--- src/rtl/alu_dispatch_arbiter_pkg.sv ---
// alu_dispatch_arbiter_pkg: opcodes, pop FSM states and tag type shared by the dispatch arbiter
package alu_dispatch_arbiter_pkg;
  localparam int DEPTH_DEF = 64;
  localparam int OCC_W = 7;
  localparam logic [3:0] OP_ADD = 4'h0, OP_SUB = 4'h1, OP_MUL = 4'h2, OP_DIV = 4'h3, OP_AND = 4'h4;
  localparam logic [3:0] OP_OR = 4'h5, OP_XOR = 4'h6, OP_LS = 4'h7, OP_RS = 4'h8;
  typedef logic [11:0] instr_t;
  typedef logic tag_t;
  localparam tag_t TAG_A = 1'b0, TAG_B = 1'b1;
  typedef enum logic [2:0] {IDLE, ISSUE, WAIT_FIFO, WAIT_ALU, CAPTURE} state_e;
endpackage

--- src/rtl/alu_dispatch_arbiter_if.sv ---
// alu_dispatch_arbiter_if: requester handshakes, FIFO strobes, ALU result and tagged result bus
interface alu_dispatch_arbiter_if;
  import alu_dispatch_arbiter_pkg::*;
  logic a_valid, a_ready, b_valid, b_ready;
  instr_t a_instr, b_instr, fifo_din;
  logic fifo_wr_en, fifo_rd_en;
  logic [7:0] alu_result, res_data;
  logic res_valid, err_divz;
  tag_t res_tag;
  logic [OCC_W-1:0] occupancy;
  modport slave (
    input a_valid, a_instr, b_valid, b_instr, alu_result,
    output a_ready, b_ready, fifo_wr_en, fifo_din, fifo_rd_en, res_valid, res_data, res_tag, occupancy, err_divz
  );
  modport master (
    output a_valid, a_instr, b_valid, b_instr, alu_result,
    input a_ready, b_ready, fifo_wr_en, fifo_din, fifo_rd_en, res_valid, res_data, res_tag, occupancy, err_divz
  );
endinterface

--- src/rtl/alu_dispatch_arbiter_dispatch_tag_queue.sv ---
// dispatch_tag_queue: DEPTH x 1-bit requester-ID FIFO kept in lockstep with the external instruction FIFO
module dispatch_tag_queue
  import alu_dispatch_arbiter_pkg::*;
#(
  parameter int DEPTH = DEPTH_DEF
) (
  input  logic clk,
  input  logic rst,
  input  logic push_i,
  input  tag_t din_i,
  input  logic pop_i,
  output tag_t dout_o
);
  localparam int PW = $clog2(DEPTH);
  logic [DEPTH-1:0] mem_q;
  logic [PW-1:0] wr_q, wr_d, rd_q, rd_d;
  assign wr_d = !push_i ? wr_q : wr_q == PW'(DEPTH - 1) ? '0 : wr_q + 1'b1;
  assign rd_d = !pop_i ? rd_q : rd_q == PW'(DEPTH - 1) ? '0 : rd_q + 1'b1;
  assign dout_o = mem_q[rd_q];
  always_ff @(posedge clk) begin
    if (push_i) mem_q[wr_q] <= din_i;
  end
  always_ff @(posedge clk) begin
    if (!rst) begin
      wr_q <= '0;
      rd_q <= '0;
    end else begin
      wr_q <= wr_d;
      rd_q <= rd_d;
    end
  end
endmodule

--- src/rtl/alu_dispatch_arbiter.sv ---
// alu_dispatch_arbiter: round-robin push arbiter and single-in-flight pop sequencer for the shared FIFO + ALU.
// Optional ALU_DIVZERO_TRAP_EN drops divide-by-zero instructions at the push side and pulses err_divz.
module alu_dispatch_arbiter
  import alu_dispatch_arbiter_pkg::*;
#(
  parameter int DEPTH    = DEPTH_DEF,
  parameter int FIFO_LAT = 1,
  parameter int ALU_LAT  = 1
) (
  input logic clk,
  input logic rst,
  alu_dispatch_arbiter_if.slave bus
);
  localparam logic [7:0] FL = 8'(FIFO_LAT - 1);
  localparam logic [7:0] AL = 8'(ALU_LAT - 1);
  state_e state_q;
  logic rr_q, rr_d, rd_en_q, res_valid_q;
  tag_t tag_q, res_tag_q, tq_dout;
  logic [7:0] res_data_q, cnt_q;
  logic [OCC_W-1:0] occ_q, occ_d;
  logic can, sel_b, grant, divz, push, avail;
  instr_t instr;
  assign can = rst && occ_q < OCC_W'(DEPTH);
  assign sel_b = bus.b_valid && (!bus.a_valid || rr_q);
  assign grant = can && (bus.a_valid || bus.b_valid);
  assign instr = sel_b ? bus.b_instr : bus.a_instr;
`ifdef ALU_DIVZERO_TRAP_EN
  assign divz = grant && instr[11:8] == OP_DIV && instr[3:0] == 4'h0;
`else
  assign divz = 1'b0;
`endif
  assign push = grant && !divz;
  // a push in this cycle is readable from the FIFO next cycle, so it can start a pop right away
  assign avail = occ_q != '0 || push;
  assign rr_d = grant && bus.a_valid && bus.b_valid ? !rr_q : rr_q;
  assign occ_d = occ_q + OCC_W'(push) - OCC_W'(rd_en_q);
  assign bus.a_ready = grant && !sel_b;
  assign bus.b_ready = grant && sel_b;
  assign bus.fifo_wr_en = push;
  assign bus.fifo_din = push ? instr : '0;
  assign bus.fifo_rd_en = rd_en_q;
  assign bus.res_valid = res_valid_q;
  assign bus.res_data = res_data_q;
  assign bus.res_tag = res_tag_q;
  assign bus.occupancy = occ_q;
  assign bus.err_divz = divz;
  dispatch_tag_queue #(.DEPTH(DEPTH)) u_tag_queue (
    .clk    (clk),
    .rst    (rst),
    .push_i (push),
    .din_i  (sel_b),
    .pop_i  (rd_en_q),
    .dout_o (tq_dout)
  );
  always_ff @(posedge clk) begin
    if (!rst) begin
      state_q <= IDLE;
      rd_en_q <= 1'b0;
      res_valid_q <= 1'b0;
      res_data_q <= '0;
      res_tag_q <= TAG_A;
      tag_q <= TAG_A;
      cnt_q <= '0;
      occ_q <= '0;
      rr_q <= 1'b0;
    end else begin
      occ_q <= occ_d;
      rr_q <= rr_d;
      rd_en_q <= 1'b0;
      res_valid_q <= 1'b0;
      case (state_q)
        IDLE, CAPTURE: begin
          state_q <= avail ? ISSUE : IDLE;
          rd_en_q <= avail;
        end
        ISSUE: begin
          tag_q <= tq_dout;
          state_q <= WAIT_FIFO;
        end
        WAIT_FIFO: begin
          cnt_q <= cnt_q == FL ? '0 : cnt_q + 8'd1;
          if (cnt_q == FL) state_q <= WAIT_ALU;
        end
        WAIT_ALU: begin
          cnt_q <= cnt_q == AL ? '0 : cnt_q + 8'd1;
          if (cnt_q == AL) begin
            state_q <= CAPTURE;
            res_valid_q <= 1'b1;
            res_data_q <= bus.alu_result;
            res_tag_q <= tag_q;
          end
        end
        default: state_q <= IDLE;
      endcase
    end
  end
endmodule

--- src/flat_wrapper.sv ---
// flat-port wrapper written by rule: the top's interface ports become plain ports
module alu_dispatch_arbiter_flat import alu_dispatch_arbiter_pkg::*;
#(
  parameter int DEPTH    = DEPTH_DEF,
  parameter int FIFO_LAT = 1,
  parameter int ALU_LAT  = 1
)
  (clk, rst, bus_a_valid, bus_a_instr, bus_b_valid, bus_b_instr, bus_alu_result, bus_a_ready, bus_b_ready, bus_fifo_wr_en, bus_fifo_din, bus_fifo_rd_en, bus_res_valid, bus_res_data, bus_res_tag, bus_occupancy, bus_err_divz);
  alu_dispatch_arbiter_if bus_i ();
  input logic clk;
  input logic rst;
  input wire logic [$bits(bus_i.a_valid)-1:0] bus_a_valid;
  input wire logic [$bits(bus_i.a_instr)-1:0] bus_a_instr;
  input wire logic [$bits(bus_i.b_valid)-1:0] bus_b_valid;
  input wire logic [$bits(bus_i.b_instr)-1:0] bus_b_instr;
  input wire logic [$bits(bus_i.alu_result)-1:0] bus_alu_result;
  output wire logic [$bits(bus_i.a_ready)-1:0] bus_a_ready;
  output wire logic [$bits(bus_i.b_ready)-1:0] bus_b_ready;
  output wire logic [$bits(bus_i.fifo_wr_en)-1:0] bus_fifo_wr_en;
  output wire logic [$bits(bus_i.fifo_din)-1:0] bus_fifo_din;
  output wire logic [$bits(bus_i.fifo_rd_en)-1:0] bus_fifo_rd_en;
  output wire logic [$bits(bus_i.res_valid)-1:0] bus_res_valid;
  output wire logic [$bits(bus_i.res_data)-1:0] bus_res_data;
  output wire logic [$bits(bus_i.res_tag)-1:0] bus_res_tag;
  output wire logic [$bits(bus_i.occupancy)-1:0] bus_occupancy;
  output wire logic [$bits(bus_i.err_divz)-1:0] bus_err_divz;
  assign bus_i.a_valid = bus_a_valid;
  assign bus_i.a_instr = bus_a_instr;
  assign bus_i.b_valid = bus_b_valid;
  assign bus_i.b_instr = bus_b_instr;
  assign bus_i.alu_result = bus_alu_result;
  assign bus_a_ready = bus_i.a_ready;
  assign bus_b_ready = bus_i.b_ready;
  assign bus_fifo_wr_en = bus_i.fifo_wr_en;
  assign bus_fifo_din = bus_i.fifo_din;
  assign bus_fifo_rd_en = bus_i.fifo_rd_en;
  assign bus_res_valid = bus_i.res_valid;
  assign bus_res_data = bus_i.res_data;
  assign bus_res_tag = bus_i.res_tag;
  assign bus_occupancy = bus_i.occupancy;
  assign bus_err_divz = bus_i.err_divz;
  alu_dispatch_arbiter #(.DEPTH(DEPTH), .FIFO_LAT(FIFO_LAT), .ALU_LAT(ALU_LAT)) u_core (.clk(clk), .rst(rst), .bus(bus_i));
endmodule
--- config.mk ---
export PLATFORM = sky130hd
export DESIGN_NAME = alu_dispatch_arbiter_flat
export DESIGN_NICKNAME = d
export VERILOG_FILES = /design/src/rtl/alu_dispatch_arbiter_pkg.sv /design/src/rtl/alu_dispatch_arbiter_if.sv /design/src/rtl/alu_dispatch_arbiter_dispatch_tag_queue.sv /design/src/rtl/alu_dispatch_arbiter.sv /design/src/flat_wrapper.sv
export SDC_FILE = /design/constraint.sdc
export NUM_CORES = 1
export LEC_CHECK = 0
export CAP_MARGIN = 20
export CELL_PAD_IN_SITES_DETAIL_PLACEMENT = 0
export CELL_PAD_IN_SITES_GLOBAL_PLACEMENT = 1
export CORE_ASPECT_RATIO = 1.2
export CORE_MARGIN = 3
export CORE_UTILIZATION = 45
export CTS_BUF_LIST = sky130_fd_sc_hd__clkbuf_2
export DETAILED_ROUTE_END_ITERATION = 10
export PLACE_DENSITY_LB_ADDON = 0.1
export SKIP_CTS_REPAIR_TIMING = 1
export SLEW_MARGIN = 0
export SYNTH_ARGS = -nofsm -noshare
export SYNTH_HDL_FRONTEND = slang
export SYNTH_SLANG_ARGS = --single-unit
--- constraint.sdc ---
create_clock -name clk -period 8.31 [get_ports clk]
set_input_delay 2.0775 -clock clk [delete_from_list [all_inputs] [get_ports clk]]
set_output_delay 2.0775 -clock clk [all_outputs]
set_load 0.03 [all_outputs]
# Yosys cells after proc, flatten, opt, wreduce, memory -nomap -nowiden
# Cells that the tools add are included.
# word_totals
regBits,107
inputBits,36
word_cells,67
# classes
addsub,5
order_cmp,4
n_eq_ne,8
reduce_logical,23
muxes,15
# op_table
cell,count
$bwmux 64,1
$mux 12,2
$lt 6x7->1 const B,2
$add 6x1->6 const B,2
$eq 6x6->1 const B,2
$mux 6,2
$pmux 3 s4,1
$add 8x1->8 const B,1
$logic_and 1x1->1,8
$logic_not 8->1,1
$mux 8,1
$reduce_and 2->1,4
$add 7x1->7,1
$lt 7x7->1 const B,1
$reduce_bool 7->1,1
$sub 7x1->7,1
$bmux 1 s6,1
$demux 1 s6,1
$eq 3x2->1 const B,2
$ge 6x1->1 const B,1
$mux 3,2
$mux 1,4
$ne 2x1->1 const B,2
$reduce_or 2->1,2
other kinds (5),9

# Depth between registers and ports, before layout
# depth
ltp_word,6
mapped_depth,13

# Modules after synthesis
# A second synthesis with hierarchy kept.
# hier_totals
cells_unflattened,457
area_unflattened_um2,5133.7
# by_module_without_submodules
mod,seq_area_each_um2,n_inst,area_each_um2,cells_each
dispatch_tag_queue,2162.1,1,3479.6,272
alu_dispatch_arbiter,620.6,1,1654.1,185

# Worst setup path after synthesis
# No wires, ideal clock.
# synth_timing
path_type,input to output
start,input bus_b_valid
end,output bus_fifo_din[10]
path_slack_ns,0.121
cell_stages,4
required_time_ns,6.233
arrival_time_ns,6.112
path_buffers,1
path_cell_list,a21boi_0 > and2_1 > clkbuf_1 > a22o_1
# synth_between
elab_chain_len,3
elab_cells_between_ends,5
cone_classes,mux (2); reduce/logical (3)
# synth_lines
element,line,source
"start, declared",flat_wrapper.sv:14,input wire logic [$bits(bus_i.b_valid)-1:0] bus_b_valid;
$logic_and 1x1->1 or $logic_or 1x1->1 (tied branches),"alu_dispatch_arbiter.sv:24, alu_dispatch_arbiter.sv:25",
$mux 12 or $logic_and 1x1->1 (tied branches),"alu_dispatch_arbiter.sv:26, alu_dispatch_arbiter.sv:25",
$mux 12 *,alu_dispatch_arbiter.sv:40,assign bus.fifo_din = push ? instr : '0;
"end, declared",flat_wrapper.sv:20,output wire logic [$bits(bus_i.fifo_din)-1:0] bus_fifo_din;
# Every way passes the cells marked *; elsewhere a longest branch is shown, timed or not.

# Final worst setup path
# layout_timing
start,input rst
end,output bus_fifo_din[8]
# layout_between
elab_chain_len,3
# layout_lines
element,line,source
"start, declared",flat_wrapper.sv:11,input logic rst;
$logic_and 1x1->1,alu_dispatch_arbiter.sv:23,assign can = rst && occ_q < OCC_W'(DEPTH);
$logic_and 1x1->1,alu_dispatch_arbiter.sv:25,assign grant = can && (bus.a_valid || bus.b_valid);
$mux 12,alu_dispatch_arbiter.sv:40,
# Every way passes these cells.

==> metrics.txt <==
Die ar.=12300 µm²; R2R depth=13; max-cap check violation count=0; Final Max Slew Viols=0; largest fanout on the critical path=13; Final HPWL DP=7300 µm; All-Layer GR Usage=0.188; crit path DAT=4.79 ns; IO Pins=70; CTS tree=done; Netlist cell types=55; Synth area leaders=edfxtp_1 (39%), dfxtp_1 (17%), nor2_1 (8.1%); WP buf/inv=2; reg2reg start=u_core.bus.occupancy[6]; Gate Count Post-Synth=440; Final ANT Viol Nets=0; vias in the first global route=3547; CP Capture Type=output port; worst r2r dst=u_core.bus.occupancy[6]; Setup violations, final=0; first-pass GRT wire length=17700 µm; Tmin final=6.87 ns; area share of the largest cell type after synthesis=0.389; total negative slack=0 ns; sequential area share after synthesis=0.563; # clock sinks=107; largest net degree at the start of global routing=41; post-synth top area cell=edfxtp_1; post-synthesis cell area=4940 µm²; detail-routed via count per cell=5.45; worst vdd ir=161 µV; DR vias=3461; synthesized flop and latch total=107; Worst-path clk slew=0.27 ns; most common cell after layout, fill and taps aside=nor2_1; clk_skew=0.0357 ns; layout cells sized above 1=0.0810; status=finished, final reports clean; synthesized net count=490; Power Density=236 nW/µm²; Post-synth EDFFs=64; Setup crit start=rst; Clock Latency Late Sink=0.58 ns; initial drt markers=214; Mean Syn Cell Area=11.2 µm²; Least-Margin Pin Slew=0.792 ns; Worst path max stage delay=0.70 ns; initial antenna violation count=0; slowest library cell on the worst path=clkdlybuf4s50_1; Static Leak=0.00199 µW; root buf cell=clkbuf_2; Crit path max-delay family=buffers and inverters; Routed WL=10900 µm; DRC viols=0; gr ovfl total=0; area grow syn2layout=17.8%; setup slack, reg-to-reg=5.58 ns; first-pass detailed-route iteration total=5; CP endpoint=bus_fifo_din[8]; Die X=102 µm; Most used DFF post-synth=edfxtp_1; WL/cell=17.2 µm; RSZ-0062 raised after global routing=no; crit path launch type=input port; Period Utilization, post-route=0.826; asr flop ratio synth=0; cell mode on critical path=clkdlybuf4s50_1; yosys warns=0; Routability Congestion=0.753; most frequent cells in the layout=nor2_1 (107), clkdlybuf4s50_1 (68), edfxtp_1 (64); row count=41; H-tree level count=3; Critical Path Stages=6; Hold WS=0.526 ns; fillcell total=974; core region area=10600 µm²; Initial Util=0.465; final hold violations=0; Fmax=0.146 GHz; critical path type=input port to output port; ANT cells=0; Final nets=551; port bufs=68; Worst slew margin=0.469; CP Data Required Time=6.23 ns; clock buffer depth=2; worst-path cell chain=clkdlybuf4s50_1 > nor2b_1 > o21ai_1 > nor2_1 > a22o_1 > clkdlybuf4s50_1; die height=121 µm; CTS buffer count=9; HP Class=flip-flop to flip-flop
[worst register-to-register path, stage by stage (launching register included)]
cell      delay, ns
dfxtp_1        0.47
nor2b_1        0.08
o21ai_1        0.28
ha_1           0.33
inv_1          0.06
ha_1           0.15
inv_1          0.05
fa_1           0.39
nand2b_1       0.16
a21oi_1        0.18
o21ai_0        0.12
a21oi_1        0.19
o21ai_0        0.10
a21oi_1        0.12
[through the flow]
stage,setup slack [ns],util,std cells,area (µm²),power [µW]
floorplan,0.121,-,440,4940,1010
global placement,1.45,0.538,619,5720,1170
detailed placement,1.40,0.538,619,5720,1170
CTS,1.41,0.548,635,5820,1390
global route,1.20,0.548,635,5820,1460
finish,1.44,0.548,635,5820,1370
[worst min path at each step]
stage,from,to,cells past startpoint
after floorplan,u_core.tag_q,u_core.bus.res_tag,2
after global placement,u_core.bus.res_data[5],u_core.bus.res_data[5],2
after detailed placement,u_core.tag_q,u_core.bus.res_tag,2
after CTS,u_core.state_q[1],u_core.state_q[1],1
after global routing,u_core.state_q[1],u_core.state_q[1],1
final,u_core.tag_q,u_core.bus.res_tag,2
[final cells by class]
class,instances,area [µm²],area share
clock buffer,9,45.0,0.00775
clock inverter,7,52.6,0.00904
inverter,18,67.6,0.0116
multi-input combinational,294,2000,0.344
sequential,107,2780,0.478
tap,129,161,0.0278
timing repair buffer,71,703,0.121
[state kept, by name, indices dropped and copies added, names as in the netlist, 3 cells and up]
| register | cells |
|---|---|
| u_core.u_tag_queue.mem_q | 64 |
| u_core.u_tag_queue.rd_q | 6 |
| u_core.bus.occupancy | 7 |
| u_core.state_q | 3 |
| u_core.u_tag_queue.wr_q | 6 |
| u_core.bus.res_data | 8 |
| u_core.cnt_q | 8 |
[cell families (layout without fill, tap and decap cells)]
logic type               count (synthesis)  in the layout  synth area share
flip-flops                             107            107             0.563
AO/OA/AOI/OAI                           49             49            0.0671
buffers and inverters                   39            105            0.0332
adder cells (fa/ha/maj)                 14             14            0.0370
XOR/XNOR                                17             17            0.0301
AND/OR/NAND/NOR                        180            180             0.168
multiplexers                            33             33             0.100
other                                    1              1          0.000759
[report_power, final]
| part | switching, µW | internal, µW |
|---|---|---|
| Combinational | 280 | 231 |
| Sequential | 36.2 | 605 |
| Clock | 178 | 40.9 |
[synthesized netlist by cell type, drive strengths merged, types with 2 or more instances]
| cell type | count |
|---|---|
| xnor2 | 6 |
| clkbuf | 12 |
| edfxtp | 64 |
| xor2 | 11 |
| a31oi | 3 |
| inv | 16 |
| nand4 | 8 |
| clkinv | 2 |
| mux2i | 19 |
| nand2 | 21 |
| buf | 9 |
| o21ai | 10 |
| nor3 | 4 |
| or3b | 2 |
| mux4 | 13 |
| and2 | 4 |
| nor3b | 2 |
| or3 | 6 |
| a21oi | 11 |
| nand3 | 13 |
| a22o | 12 |
| nand3b | 3 |
| ha | 13 |
| dfxtp | 43 |
| nor2b | 3 |
| nor2 | 108 |
| a21o | 2 |
[routing by layer]
| layer | wire length (µm) | part of all wire | vias to the layer above | GRT usage |
|---|---|---|---|---|
| met5 | 0 | 0 | - | 0 |
| met1 | 5020 | 0.46 | 1684 | 0.248 |
| li1 | - | - | 1690 | - |
| met4 | 144 | 0.013 | 0 | 0.0607 |
| met2 | 5390 | 0.49 | 73 | 0.312 |
| met3 | 399 | 0.036 | 14 | 0.0346 |
Power figures use the tool's default switching activity.
